===== config.mk =====
export PLATFORM = sky130hd
export DESIGN_NAME = gc_block_reclaimer
export DESIGN_NICKNAME = d
export VERILOG_FILES = /design/src/rtl/nvm_gc_pkg.sv /design/src/rtl/gc_block_reclaimer_lsb_finder.sv /design/src/rtl/gc_block_reclaimer.sv
export SDC_FILE = /design/constraint.sdc
export NUM_CORES = 1
export LEC_CHECK = 0
export ABC_AREA = 1
export BUFFER_PORTS_ARGS = -buffer_cell sky130_fd_sc_hd__buf_2
export CORE_MARGIN = 3
export CORE_UTILIZATION = 51
export CTS_CLUSTER_DIAMETER = 100
export DETAILED_ROUTE_END_ITERATION = 8
export GPL_TIMING_DRIVEN = 0
export PLACE_DENSITY_LB_ADDON = 0.2
export SKIP_CTS_REPAIR_TIMING = 1
export SLEW_MARGIN = 20
export SYNTH_ARGS = -nofsm -noshare
export SYNTH_HDL_FRONTEND = slang
export SYNTH_SLANG_ARGS = --single-unit

===== constraint.sdc =====
create_clock -name CLK -period 3.5 [get_ports CLK]
set_input_delay 0.175 -clock CLK [delete_from_list [all_inputs] [get_ports CLK]]
set_output_delay 0.175 -clock CLK [all_outputs]
set_load 0.05 [all_outputs]

===== src/rtl/nvm_gc_pkg.sv =====
// Shared GC types and geometry for the block reclaimer and the clean-block FIFO logic.
package nvm_gc_pkg;

    localparam int unsigned BLOCK_W       = 8;
    localparam int unsigned PAGES_PER_BLK = 64;
    localparam int unsigned PAGE_W        = 6;
    localparam int unsigned CNT_W         = PAGE_W + 1;

    typedef logic [BLOCK_W-1:0]       block_t;
    typedef logic [PAGE_W-1:0]        page_t;
    typedef logic [CNT_W-1:0]         cnt_t;
    typedef logic [PAGES_PER_BLK-1:0] map_t;

    typedef enum logic [2:0] {
        GC_IDLE,
        GC_SCAN,
        GC_MOVE,
        GC_ERASE,
        GC_RECOVER
    } gc_state_t;

endpackage


===== src/rtl/gc_block_reclaimer_lsb_finder.sv =====
// Combinational lowest-set-bit priority encoder over the remaining valid-page map.
module lsb_finder #(
    parameter int unsigned PAGES_PER_BLK = 64
) (
    input  logic [PAGES_PER_BLK-1:0]         vec_i,
    output logic [$clog2(PAGES_PER_BLK)-1:0] idx_o,
    output logic                             any_o
);

    localparam int unsigned IDX_W = $clog2(PAGES_PER_BLK);

    // Scan from the top so the lowest set bit is the last to win.
    always_comb begin
        idx_o = '0;
        any_o = |vec_i;
        for (int i = PAGES_PER_BLK - 1; i >= 0; i--) begin
            if (vec_i[i]) begin
                idx_o = IDX_W'(i);
            end
        end
    end

endmodule


===== src/rtl/gc_block_reclaimer.sv =====
// Reclaims one victim block: moves its valid pages out in ascending order,
// erases it, then pushes it back to the clean-block FIFO.
module gc_block_reclaimer
    import nvm_gc_pkg::*;
(
    input  logic                     CLK,
    input  logic                     nRST,
    input  logic                     gc_start,
    input  logic [BLOCK_W-1:0]       victim_blk,
    input  logic [PAGES_PER_BLK-1:0] valid_map,
    input  logic                     host_busy,
    output logic                     move_req,
    output logic [BLOCK_W-1:0]       move_blk,
    output logic [PAGE_W-1:0]        move_page,
    input  logic                     move_done,
    output logic                     erase_req,
    output logic [BLOCK_W-1:0]       erase_blk,
    input  logic                     erase_done,
    output logic                     recover_en,
    output logic [BLOCK_W-1:0]       recover_blk,
    output logic                     busy,
    output logic                     gc_done,
    output logic [CNT_W-1:0]         moved_cnt
);

    gc_state_t state_q;
    block_t    blk_q;
    map_t      map_q;
    logic      move_req_q;
    block_t    move_blk_q;
    page_t     move_page_q;
    logic      erase_req_q;
    block_t    erase_blk_q;
    logic      recover_en_q;
    block_t    recover_blk_q;
    logic      busy_q;
    logic      gc_done_q;
    cnt_t      moved_cnt_q;

    page_t     lsb_idx;
    logic      lsb_any;

    lsb_finder #(
        .PAGES_PER_BLK(PAGES_PER_BLK)
    ) u_lsb_finder (
        .vec_i(map_q),
        .idx_o(lsb_idx),
        .any_o(lsb_any)
    );

    // Reclaim sequencer; every output is a register updated on the transition into its state.
    always_ff @(posedge CLK or negedge nRST) begin
        if (!nRST) begin
            state_q       <= GC_IDLE;
            blk_q         <= '0;
            map_q         <= '0;
            move_req_q    <= 1'b0;
            move_blk_q    <= '0;
            move_page_q   <= '0;
            erase_req_q   <= 1'b0;
            erase_blk_q   <= '0;
            recover_en_q  <= 1'b0;
            recover_blk_q <= '0;
            busy_q        <= 1'b0;
            gc_done_q     <= 1'b0;
            moved_cnt_q   <= '0;
        end else begin
            recover_en_q <= 1'b0;
            gc_done_q    <= 1'b0;
            unique case (state_q)
                GC_IDLE: begin
                    if (gc_start) begin
                        blk_q       <= victim_blk;
                        map_q       <= valid_map;
                        moved_cnt_q <= '0;
                        busy_q      <= 1'b1;
                        state_q     <= GC_SCAN;
                    end
                end
                GC_SCAN: begin
                    // Erase is never held off by host traffic; only new moves are.
                    if (!lsb_any) begin
                        erase_req_q <= 1'b1;
                        erase_blk_q <= blk_q;
                        state_q     <= GC_ERASE;
                    end else if (!host_busy) begin
                        move_req_q     <= 1'b1;
                        move_blk_q     <= blk_q;
                        move_page_q    <= lsb_idx;
                        map_q[lsb_idx] <= 1'b0;
                        state_q        <= GC_MOVE;
                    end
                end
                GC_MOVE: begin
                    if (move_done) begin
                        move_req_q  <= 1'b0;
                        moved_cnt_q <= moved_cnt_q + CNT_W'(1);
                        state_q     <= GC_SCAN;
                    end
                end
                GC_ERASE: begin
                    if (erase_done) begin
                        erase_req_q   <= 1'b0;
                        recover_en_q  <= 1'b1;
                        gc_done_q     <= 1'b1;
                        recover_blk_q <= blk_q;
                        state_q       <= GC_RECOVER;
                    end
                end
                GC_RECOVER: begin
                    busy_q  <= 1'b0;
                    state_q <= GC_IDLE;
                end
                default: begin
                    state_q <= GC_IDLE;
                end
            endcase
        end
    end

    assign move_req    = move_req_q;
    assign move_blk    = move_blk_q;
    assign move_page   = move_page_q;
    assign erase_req   = erase_req_q;
    assign erase_blk   = erase_blk_q;
    assign recover_en  = recover_en_q;
    assign recover_blk = recover_blk_q;
    assign busy        = busy_q;
    assign gc_done     = gc_done_q;
    assign moved_cnt   = moved_cnt_q;

endmodule


### Word-level counts from Yosys, hierarchy flattened

Index checks and enable logic that the tools add are counted.
Widths: inputs -> output; s select.

| storage, ports and cells | value |
|---|---|
| flip-flop bits (word level) | 116 |
| bits of input ports | 78 |
| output and inout bits | 42 |
| logic and storage cells | 138 |

| operators by class | value |
|---|---|
| add/subtract/negate cells | 1 |
| $lt $le $gt $ge | 2 |
| eq/ne operators | 11 |
| mux-type cells | 90 |
| bitwise gates (word level) | 4 |
| reductions and logical operators | 18 |

Operator list:

| operator | count |
|---|---|
| $mux 6 | 64 |
| $mux 64 | 3 |
| $pmux 64 s2 | 1 |
| $and 64x64->64 | 1 |
| $not 64->64 | 1 |
| $reduce_or 64->1 | 1 |
| $mux 3 | 5 |
| $mux 7 | 2 |
| $pmux 7 s2 | 1 |
| $ne 2x2->1 const B | 6 |
| $pmux 3 s4 | 1 |
| $reduce_and 4->1 | 3 |
| $reduce_bool 2->1 | 5 |
| $mux 1 | 9 |
| $reduce_and 3->1 | 3 |
| $reduce_and 2->1 | 4 |
| $add 7x1->7 const B | 1 |
| $lt 6x7->1 const B | 1 |
| $demux 1 s6 | 1 |
| $eq 3x2->1 const B | 2 |
| $ge 6x1->1 const B | 1 |
| $pmux 1 s2 | 3 |
| $eq 3x1->1 const B | 1 |
| $eq 3x3->1 const B | 1 |
| other kinds (4) | 5 |

### Depth between registers and ports, before layout

Gate-level depths: netlist (run 1).

| logic depth | value |
|---|---|
| depth in word-level cells | 73 |
| depth in mapped cells | 68 |

### Modules after synthesis

Synthesis (run 1) repeated with hierarchy kept, for this count alone.

| second synthesis, totals | value |
|---|---|
| cell total of the unflattened synthesis | 1033 |
| area, all modules | 6746.5 µm² |

Modules (own cells, without submodules):

| module | instances | cells each | area an instance (µm²) |
|---|---|---|---|
| gc_block_reclaimer | 1 | 798 | 5721.7 |
| lsb_finder | 1 | 235 | 1024.7 |

### Worst setup path before layout (run 1)

OpenSTA, ideal clock, no wires.

| timing | value |
|---|---|
| path kind | register to register |
| start | register map_q[62] |
| end | register map_q[46] |
| library setup time | 73 ps |
| arrival | 3515 ps |
| data required time | 3427 ps |
| path slack | -88 ps |
| stages on the path, launching flop included | 69 |
| buffers on the path | 1 |
| path through | dfrtp_1 -> inv_1 -> nand2_1 -> nand2_1 -> nand2_1 -> nand2_1 -> nand2_1 -> nand2_1 -> nand2_1 -> nand2_1 -> nand2_1 -> nand2_1 -> nand2_1 -> nand2_1 -> nand2_1 -> nand2_1 -> nand2_1 -> nand2_1 -> [33 not listed] -> nand2_1 -> nand2_1 -> nand2_1 -> nand2_1 -> nand2_1 -> nand2_1 -> nand2_1 -> nand2_1 -> nand2_1 -> nand2_1 -> nand2_1 -> nand2_2 -> nand2_4 -> nand2_4 -> buf_6 -> nand3_1 -> nand2_1 -> a21oi_2 |

| between the ends | value |
|---|---|
| cells in the longest elaborated chain, start to end | 72 |
| elaborated cells on any way between the ends | 76 |
| classes of those cells | 2 x order compare; 1 x eq/ne; 68 x mux; 2 x bitwise; 3 x reduce/logical |

Ends and longest elaborated chain:

| item | line | RTL |
|---|---|---|
| start: declaration | gc_block_reclaimer.sv:28 | `map_t map_q;` |
| start signal: assignment | gc_block_reclaimer.sv:74 | `map_q <= valid_map;` |
| $mux 6 (63 in a row) | gc_block_reclaimer_lsb_finder.sv:17 | `if (vec_i[i]) begin` |
| $lt 6x7->1 (not written as such) or $ge 6x1->1 (tied branches) | gc_block_reclaimer.sv:90 | `map_q[lsb_idx] <= 1'b0;` |
| $logic_and 1x1->1 (not written as such) | gc_block_reclaimer.sv:90 |  |
| $mux 1 (not written as such) | gc_block_reclaimer.sv:90 |  |
| $demux 1 s6 | gc_block_reclaimer.sv:90 |  |
| $not 64->64 (no source line) | - |  |
| $and 64x64->64 (no source line) | - |  |
| $mux 64 | gc_block_reclaimer.sv:86 | `end else if (!host_busy) begin` |
| $mux 64 | gc_block_reclaimer.sv:82 | `if (!lsb_any) begin` |
| $pmux 64 s2 | gc_block_reclaimer.sv:70 | `unique case (state_q)` |

Several ways; a longest one is shown, not always the timed one. The select of a mux whose other input is x is not followed.
A chain may end at the register's enable or synchronous reset.

### Worst setup path after layout (run 1)

| timing | value |
|---|---|
| start | register map_q[62] |
| end | register map_q[6] |

The elaborated chain is that of the path after synthesis.

==> impl_results.md, run 1 <==
* Status: complete, but fails checks
* Violated checks: hold timing, setup timing
* Die Span Y at 120 µm
* Critical path class: reg -> reg
* Worst slew pin tran at 0.790 ns
* Root buf cell: clkbuf_16
* Antenna viol nets, final at 0
* Net Count, Synth at 1037
* Crit path DAT at between 4 and 5 ns
* CTS clk-pin slew, worst paths at 0.06 ns
* Worst Setup SP: map_q[62]$_DFFE_PN0P_
* Worst Hold Class: in -> reg
* Wire length per cell at between 10 and 15 µm
* CP max stage delay at 0.40 ns
* R2R Path Start: map_q[62]$_DFFE_PN0P_
* Nets at 1186
* Commonest cells in the synthesized netlist: 220 x nand2_1, 198 x nor2_1, 116 x dfrtp_1, 103 x a21oi_1, 99 x inv_1
* Gate Count Post-Synth at 958
* Worst Hold Path Cells at 3
* DR vias at 6634
* Core box area at 0.0127 mm²
* Crit path required time at 3.84 ns
* Fraction of layout cells with a size suffix above 1 at 20.9%
* DRT iter0 DRCs at between 500 and 600
* M1 WL at 8.51 mm
* Setup tns final at -45.38 ns
* Placed instance count at 1250
* Synth unique cells at 31
* Fmax at between 0.2 and 0.25 GHz
* Pwr Total at 8.84 mW
* Slew HR at around 47%
* # clock sinks at 116
* First-pass GRT wire length at 30.7 mm
* Tcrit/Tclk final at 122%
* # DRC at 0
* Via-to-Cell Ratio at 5.13
* H-tree Lvls at 4
* Cells on worst reg2reg path at 68
* Dpl hpwl at between 10 and 15 mm
* Final critical path time including I/O delays and setup at approximately 4.3 ns
* Largest net degree at the start of global routing at 63
* Final Skew at around 0.0085 ns
* Initial core utilization at 52.6%
* Initial DRT Pass Iterations at 5
* Synth area leaders: dfrtp_1 44%, nand2_1 12%, nor2_1 11%
* CTS tree: built
* Final-report setup violation count at 64
* Vias in the first global route at roughly 6300
* PwrDens at 1050 mW/mm²
* Power share of the sequential group at a little over a quarter
* Clock network fraction of total power at 21.1%
* Slowest CP cell: dfrtp_1
* WL met2 at around 9.0 mm
* RSZ-0062 raised after global routing: yes
* Hold path start: victim_blk[2]
* Post-synth ARST share at 100%
* GRT overflow at 0
* Sequential fraction of the synthesis area at a little over two fifths
* Met3 Routed Length at between 1 and 1.5 mm
* MaxCap Viol Count at 0
* Ys Warns at 0
* Int Power at 4.63 mW
* CP endpoint kind: flop
* Cell taking the most area after synthesis: dfrtp_1
* Setup crit start kind: flop
* Most used cell along the critical path: nand2_1
* Min Hold Slack at -0.0163 ns
* Area Overhead vs Synth at 26.0%
* Clock latency on the worst-skew pair at 0.42 ns
* Count of pins over their slew limit at 0
* Most common cell in the synthesized netlist: nand2_1
* Area after DPL at approximately 0.0075 mm²
* Synthesized area at around 0.0067 mm²
* Routed WL at 19.0 mm
* Mean Syn Cell Area at 6.95 µm²
* Primary FF master, synth: dfrtp_1
* PortBufs at 119
* CTS Buffer Depth at 2
* Finished Layout Cells at 1292
* N_diodes at 0
* Worst Path Max Fanout at 10
* Num rows at 41
* #FFs+latches synth at between 100 and 150
* RD Place Congestion at around 0.9
* Highest metal used: met4
* Switching Share at 47.6%
* Post-synth EDFFs at 0
* Die footprint at 0.0145 mm²
* Switching power at 4.21 mW
* Max VDD drop at 0.000483 V
* Leak Pwr at between 4 and 5 nW
* Yosys top cell area share at between 40% and 50%
* CTS buffer count at 17
* Total track usage at 26.6%
* Fin worst setup slack at -0.760 ns
* I/O Pins at between 100 and 150
* Initial antenna violation count at 0
* Final instance area at 0.00839 mm²
* Combinational Power Share at 52.6%
* Die X at 120 µm
* Hold Vio Cnt, Final at 4
stage by stage:
stage | utilization (%) | setup slack (ns)
final | 66.2 | -0.760
after global routing | 66.2 | -1.37
after CTS | 64.2 | -0.709
after detailed placement | 59.2 | -0.648
after global placement | 59.0 | -0.642
after floorplan | - | -0.0880
registers in the layout, indices dropped and copies added, names as in the netlist:
register and flops:
blk_q 8, busy 1, erase_blk 8, erase_req 1
gc_done 1, map_q 64, move_blk 8, move_page 6
move_req 1, moved_cnt 7, recover_blk 8, state_q 3
worst max-delay path, delay by kind of cell, from the launching register on:
family | cells | cell delay (ns)
buffers and inverters | 2 | 0.23
AND/OR/NAND/NOR | 65 | 3.41
AO/OA/AOI/OAI | 1 | 0.12
flip-flops | 1 | 0.40
power groups by stage:
stage | clock network (mW) | logic (mW) | registers, mW
after global placement | 0 | 4.26 | 2.31
final | 1.87 | 4.65 | 2.32
after CTS | 1.88 | 4.38 | 2.31
after floorplan | 0 | 2.91 | 2.67
after global routing | 1.95 | 5.21 | 2.40
after detailed placement | 0 | 4.34 | 2.32
layer usage:
metal	GRT usage [%]	vias to the layer above
li1	-	3365
met1	36.8	3033
met2	42.8	208
met3	5.05	28
met4	8.22	0
met5	0	-
cell type report:
| type | count | area, µm² |
|---|---|---|
| plain buffers | 47 | 234 |
| repair buffers | 130 | 732 |
| clock buffers | 20 | 457 |
| inverters | 104 | 390 |
| flip-flops and latches | 116 | 2900 |
| fillers | 1162 | 4280 |
| clock inverters | 12 | 179 |
| well taps | 172 | 215 |
| multi-input cells | 691 | 3280 |
final timing paths:
check / endpoint / slack (ns)
max: map_q[6]$_DFFE_PN0P_ / -0.76
min: blk_q[2]$_DFFE_PN0P_ / -0.02
max reg2reg: map_q[6]$_DFFE_PN0P_ / -0.76
min reg2reg: move_page[1]$_DFFE_PN0P_ / 0.48
max in group asynchronous: map_q[18]$_DFFE_PN0P_ / 2.53
min in group asynchronous: moved_cnt[1]$_DFFE_PN0P_ / 0.30
placed cells by master (no fill, tap or decap), drive strengths merged:
master / count
a31oi: 2
o21ai: 46
clkbuf: 57
nor3b: 1
clkinv: 8
a21oi: 132
nand3: 39
clkinvlp: 3
inv: 101
nor3: 5
o21bai: 1
and3: 2
nor2: 198
o21a: 1
o221a: 1
bufinv: 4
a22o: 1
a311oi: 1
nand4: 33
o31ai: 1
nand2: 223
o22ai: 1
dlygate4sd3: 4
dfrtp: 116
buf: 136
a211oi: 1
nor4: 1
ha: 1
logic make-up (layout without fill, tap and decap cells):
logic type / count (synthesis) / count (layout) / synth area share, %
and+or+nand+nor: 502 / 502 / 30.8
AOI/OAI and AO/OA: 188 / 188 / 16.2
buffers and inverters: 151 / 313 / 9.26
adders and majority gates: 1 / 1 / 0.188
DFF: 116 / 116 / 43.6
Note: power is estimated with default switching activity, not from simulation.
==> run 2, diff against run 1 <==
--- a/config.mk
+++ b/config.mk
@@ -12,6 +12,7 @@
 export CTS_CLUSTER_DIAMETER = 100
 export DETAILED_ROUTE_END_ITERATION = 8
 export GPL_TIMING_DRIVEN = 0
+export MAX_ROUTING_LAYER = met4
 export PLACE_DENSITY_LB_ADDON = 0.2
 export SKIP_CTS_REPAIR_TIMING = 1
 export SLEW_MARGIN = 20
==> run 2 against run 1 <==
Net effect: total power about the same; largest power group unchanged; utilization unchanged; critical path type unchanged; critical path depth down 1; the flow still finishes with violations (hold timing, setup timing); highest routed layer unchanged; sequential share of layout area unchanged.
==> impl_results.md, run 2 (same netlist as run 1, synthesis figures left out) <==
* Hold Vio Cnt, Final at 3
* Dpl ws at -0.648 ns
* Power share of the sequential group at 26.2%
* CP max stage delay at 0.41 ns
* Initial antenna violation count at 0
* Most used cell along the critical path: nand2_1
* PwrDens at 1050 mW/mm²
* Largest net degree at the start of global routing at between 60 and 70
* DR vias at 6678
* Worst path top cell family by delay: simple AND/OR/NAND/NOR gates
* DRT iter0 DRCs at 501
* Clock latency on the worst-skew pair at about 0.42 ns
* CP endpoint kind: flop
* Hold path start: victim_blk[2]
* CTS buffer count at 17
* Critical path class: reg -> reg
* Slew HR at 48.1%
* Wire length per cell at ~15 µm
* Crit path DAT at 4.58 ns
* RSZ-0062 raised after global routing: yes
* Tcrit/Tclk final at 122%
* Die footprint at 0.0145 mm²
* Setup crit start kind: flop
* Max VDD drop at 0.000483 V
* Antenna viol nets, final at 0
* Fin worst setup slack at -0.774 ns
* Nets at 1186
* Largest Register: map_q
* Routed WL at about 19 mm
* MaxCap Viol Count at 0
* CTS Buffer Depth at 2
* Leak Pwr at 4.07 nW
* Worst slew pin tran at 0.776 ns
* Root buf cell: clkbuf_16
* FILL cells at 1162
* N_diodes at 0
* PortBufs at 119
* R2R Path End: map_q[34]$_DFFE_PN0P_
* Worst Hold Class: in -> reg
* GRT overflow at 0
* CTS clk-pin slew, worst paths at ~0.060 ns
* Largest register FFs at 64
* Final Skew at 0.00945 ns
* Core box area at between 0.01 and 0.015 mm²
* Fraction of layout cells with a size suffix above 1 at about a fifth
* # DRC at 0
* Initial core utilization at 52.6%
* CP Buf/Inv Count at 1
* Num rows at 41
* Final-report setup violation count at 64
* Die X at 120 µm
* Violated checks: hold timing, setup timing
* Int Power at 4.63 mW
* Worst Path Max Fanout at 6
* Switching Share at between 40 and 50%
* Initial DRT Pass Iterations at 5
* I/O Pins at 120
* First-pass GRT wire length at 30.7 mm
* Status: complete, but fails checks
* Total track usage at 27.4%
* Cells on worst reg2reg path at 67
* Worst Hold Path Cells at 3
* Via-to-Cell Ratio at 5.17
* Reg-to-reg setup timing slack at -0.77 ns
* Dpl hpwl at 13.2 mm
* Fmax at 0.234 GHz
* Crit path required time at 3.81 ns
* Clock network fraction of total power at 21.1%
* R2R Path Start: map_q[63]$_DFFE_PN0P_
* Min Hold Slack at -0.0137 ns
* Combinational Power Share at 52.6%
* Slowest CP cell: dfrtp_1
* RD Place Congestion at 0.914
* Hold EP: blk_q[2]$_DFFE_PN0P_
* Vias in the first global route at between 6000 and 7000
* Final critical path time including I/O delays and setup at 4.27 ns
* Commonest non-fill, non-tap cell in the layout: nand2_1
* Switching power at 4.22 mW
* # clock sinks at 116
* Die Span Y at between 100 and 150 µm
* Pwr Total at 8.85 mW
* Area Overhead vs Synth at 26.0%
* Count of pins over their slew limit at 0
* Most frequent cells in the layout: 209 x nand2_1, 198 x nor2_1, 122 x buf_2
* CTS tree: built
* H-tree Lvls at 4
## run 2: power by group through the flow
stage	clock [mW]	sequential, mW	combinational [mW]
floorplan	0	2.67	2.91
global placement	0	2.31	4.26
detailed placement	0	2.32	4.34
CTS	1.88	2.31	4.38
global route	1.95	2.40	5.21
finish	1.87	2.32	4.66
## run 2: worst max path at each step
| stage | start | to | slack (ns) | cells past startpoint |
|---|---|---|---|---|
| 5_1_grt | map_q[62]$_DFFE_PN0P_ | map_q[10]$_DFFE_PN0P_ | -1.37 | 68 |
| 4_1_cts | map_q[62]$_DFFE_PN0P_ | map_q[22]$_DFFE_PN0P_ | -0.71 | 68 |
| 6_report | map_q[63]$_DFFE_PN0P_ | map_q[34]$_DFFE_PN0P_ | -0.77 | 67 |
| 2_1_floorplan | map_q[62]$_DFFE_PN0P_ | map_q[46]$_DFFE_PN0P_ | -0.09 | 68 |
| 3_3_place_gp | map_q[62]$_DFFE_PN0P_ | map_q[35]$_DFFE_PN0P_ | -0.64 | 67 |
| 3_5_place_dp | map_q[62]$_DFFE_PN0P_ | map_q[6]$_DFFE_PN0P_ | -0.65 | 68 |
## run 2: layout make-up
cell class	count	area, µm²	share of cell area, %
Clock buffer	20	457	5.44
Tap cell	172	215	2.56
Clock inverter	12	179	2.13
Sequential cell	116	2900	34.6
Multi-Input combinational cell	691	3280	39.1
Buffer	47	234	2.79
Timing Repair Buffer	130	732	8.72
Inverter	104	390	4.65
## run 2: tightest hold or removal path: stages
cell,delay (ns)
buf_2,0.08
nand2_1,0.04
o21ai_0,0.07
## run 2: metal layers
metal	global-route usage (%)	share of wire [%]
met3	4.91	5.7
met1	36.9	45
met5	-	0
met4	8.22	1.8
met2	42.8	48
## run 2: through the flow
| step | setup TNS [ns] | utilization, % | std cells | cell area [µm²] |
|---|---|---|---|---|
| 3_3_place_gp | -37.90 | 59.0 | 1249 | 7470 |
| 6_report | -45.86 | 66.2 | 1292 | 8390 |
| 4_1_cts | -41.82 | 64.2 | 1282 | 8140 |
| 2_1_floorplan | -3.89 | - | 958 | 6660 |
| 5_1_grt | -84.49 | 66.2 | 1292 | 8390 |
| 3_5_place_dp | -38.43 | 59.2 | 1250 | 7500 |
==> run 3, diff against run 2 <==
--- a/config.mk
+++ b/config.mk
@@ -8,7 +8,7 @@
 export ABC_AREA = 1
 export BUFFER_PORTS_ARGS = -buffer_cell sky130_fd_sc_hd__buf_2
 export CORE_MARGIN = 3
-export CORE_UTILIZATION = 51
+export CORE_UTILIZATION = 45
 export CTS_CLUSTER_DIAMETER = 100
 export DETAILED_ROUTE_END_ITERATION = 8
 export GPL_TIMING_DRIVEN = 0
==> run 3 against run 2 <==
Net effect: the run still ends with hold timing, setup timing left; largest power group unchanged; cell count is 1.0% higher; total power shrank 0.61%; critical path type unchanged; die area up 13%; utilization down 6.8 points; highest routed layer unchanged.
==> impl_results.md, run 3 (same netlist as run 1, synthesis figures left out) <==
* Finished Layout Cells at 1305
* Leak Pwr at 4.09 nW
* FILL cells at 1351
* Fin worst setup slack at -0.780 ns
* H-tree Lvls at 4
* Worst Hold Class: in -> reg
* Largest net degree at the start of global routing at 66
* First-pass GRT wire length at 30.7 mm
* Dpl ws at -0.682 ns
* # DRC at 0
* RSZ-0062 raised after global routing: yes
* Die X at 128 µm
* Largest Register: map_q
* # clock sinks at 116
* Worst slew pin tran at 0.669 ns
* Area Overhead vs Synth at 26.3%
* Fmax at 0.234 GHz
* Antenna viol nets, final at 0
* Initial core utilization at 47.1%
* Dpl hpwl at ~14 mm
* Vias in the first global route at 6236
* MaxCap Viol Count at 0
* CP endpoint kind: flop
* Count of pins over their slew limit at 0
* Most used cell along the critical path: nand2_1
* Core box area at 0.0141 mm²
* Total track usage at roughly a quarter
* CP Buf/Inv Count at 1
* Die Span Y at 128 µm
* Multi-input gate area at 0.00326 mm²
* Final-report setup violation count at 64
* Tcrit/Tclk final at 122%
* CTS clk-pin slew, worst paths at roughly 0.060 ns
* Setup tns final at -45.85 ns
* CTS tree: built
* Root buf cell: clkbuf_16
* Status: complete, but fails checks
* Crit path required time at 3.80 ns
* DR vias at 6708
* Worst path top cell family by delay: simple AND/OR/NAND/NOR gates
* PwrDens at approximately 1000 mW/mm²
* Slowest CP cell: dfrtp_1
* PortBufs at 119
* CTS Buffer Depth at 2
* Most frequent cells in the layout: 211 x nand2_1, 198 x nor2_1, 122 x buf_2
* Crit path DAT at about 4.6 ns
* Routed WL at 19.3 mm
* Clock latency on the worst-skew pair at roughly 0.42 ns
* Largest register FFs at 64
* Initial antenna violation count at 2
* Setup crit start kind: flop
* Num rows at 43
* I/O Pins at 120
* CTS buffer count at 17
* CP max stage delay at 0.42 ns
* Violated checks: hold timing, setup timing
* Worst Path Max Fanout at 10
* RD Place Congestion at about 0.86
* Wire length per cell at 14.8 µm
* Max VDD drop at 0.000510 V
* Via-to-Cell Ratio at 5.14
* Final core occ at 59.4%
* Final Skew at 0.0101 ns
* Critical path class: reg -> reg
* DRT iter0 DRCs at ~580
* Placed instance count at 1258
* Commonest non-fill, non-tap cell in the layout: nand2_1
* Die footprint at approximately 0.016 mm²
* Initial DRT Pass Iterations at 5
* Min Hold Slack at -0.0244 ns
* GRT overflow at 0
* Nets at 1189
* Register cell area after layout at approximately 0.0029 mm²
* Fraction of layout cells with a size suffix above 1 at 20.4%
* Final critical path time including I/O delays and setup at 4.28 ns
* Hold Vio Cnt, Final at 1
* Slew HR at 55.3%
[run 3: worst paths after layout]
path                                            startpoint                         end  slack (ns)  depth (start not counted)
worst max-delay path                 map_q[63]$_DFFE_PN0P_       map_q[20]$_DFFE_PN0P_       -0.78                         67
worst max register to register       map_q[63]$_DFFE_PN0P_       map_q[20]$_DFFE_PN0P_       -0.78                         67
worst min register to register  recover_blk[6]$_DFFE_PN0P_  recover_blk[6]$_DFFE_PN0P_        0.48                          2
worst min-delay path                         victim_blk[2]        blk_q[2]$_DFFE_PN0P_       -0.02                          3
min in group asynchronous                             nRST    moved_cnt[2]$_DFFE_PN0P_        0.28                          2
max in group asynchronous                             nRST       map_q[23]$_DFFE_PN0P_        2.52                          3
[run 3: through the flow]
step / hold WS [ns] / cell area (µm²) / power [mW]
after floorplan: -0.121 / 6660 / 5.58
after global placement: 0.398 / 7480 / 6.61
after detailed placement: 0.171 / 7510 / 6.69
after CTS: -0.265 / 8140 / 8.58
after global routing: 0.00839 / 8410 / 9.51
final: -0.0244 / 8410 / 8.79
[run 3: layout make-up]
| cell class | count | share of cell area [%] |
|---|---|---|
| buffer | 47 | 2.83 |
| sequential | 116 | 34.5 |
| antenna | 2 | 0.0595 |
| clock inverter | 14 | 2.25 |
| timing repair buffer | 133 | 9.09 |
| tap | 180 | 2.68 |
| inverter | 104 | 4.64 |
| multi-input combinational | 691 | 38.7 |
| clock buffer | 18 | 5.22 |
[run 3: power by group]
group / total (mW) / switching, mW / internal, mW
Combinational: 4.62 / 3.16 / 1.47
Clock: 1.85 / 0.685 / 1.16
Sequential: 2.32 / 0.391 / 1.93
Total: 8.79 / 4.23 / 4.56
[run 3: metal layers]
layer	part of all wire [%]	GRT usage (%)	up-vias
met5	0	-	-
met4	1.9	6.87	0
met3	6.1	5.29	23
met2	47	38.2	212
met1	45	32.3	3080
li1	-	-	3393
[run 3: worst register-to-register path, delay by kind of cell (launching register included)]
kind            cells  cell delay [ns]
flops               1             0.42
buf+inv             1             0.16
compound gates      1             0.05
simple gates       65             3.54
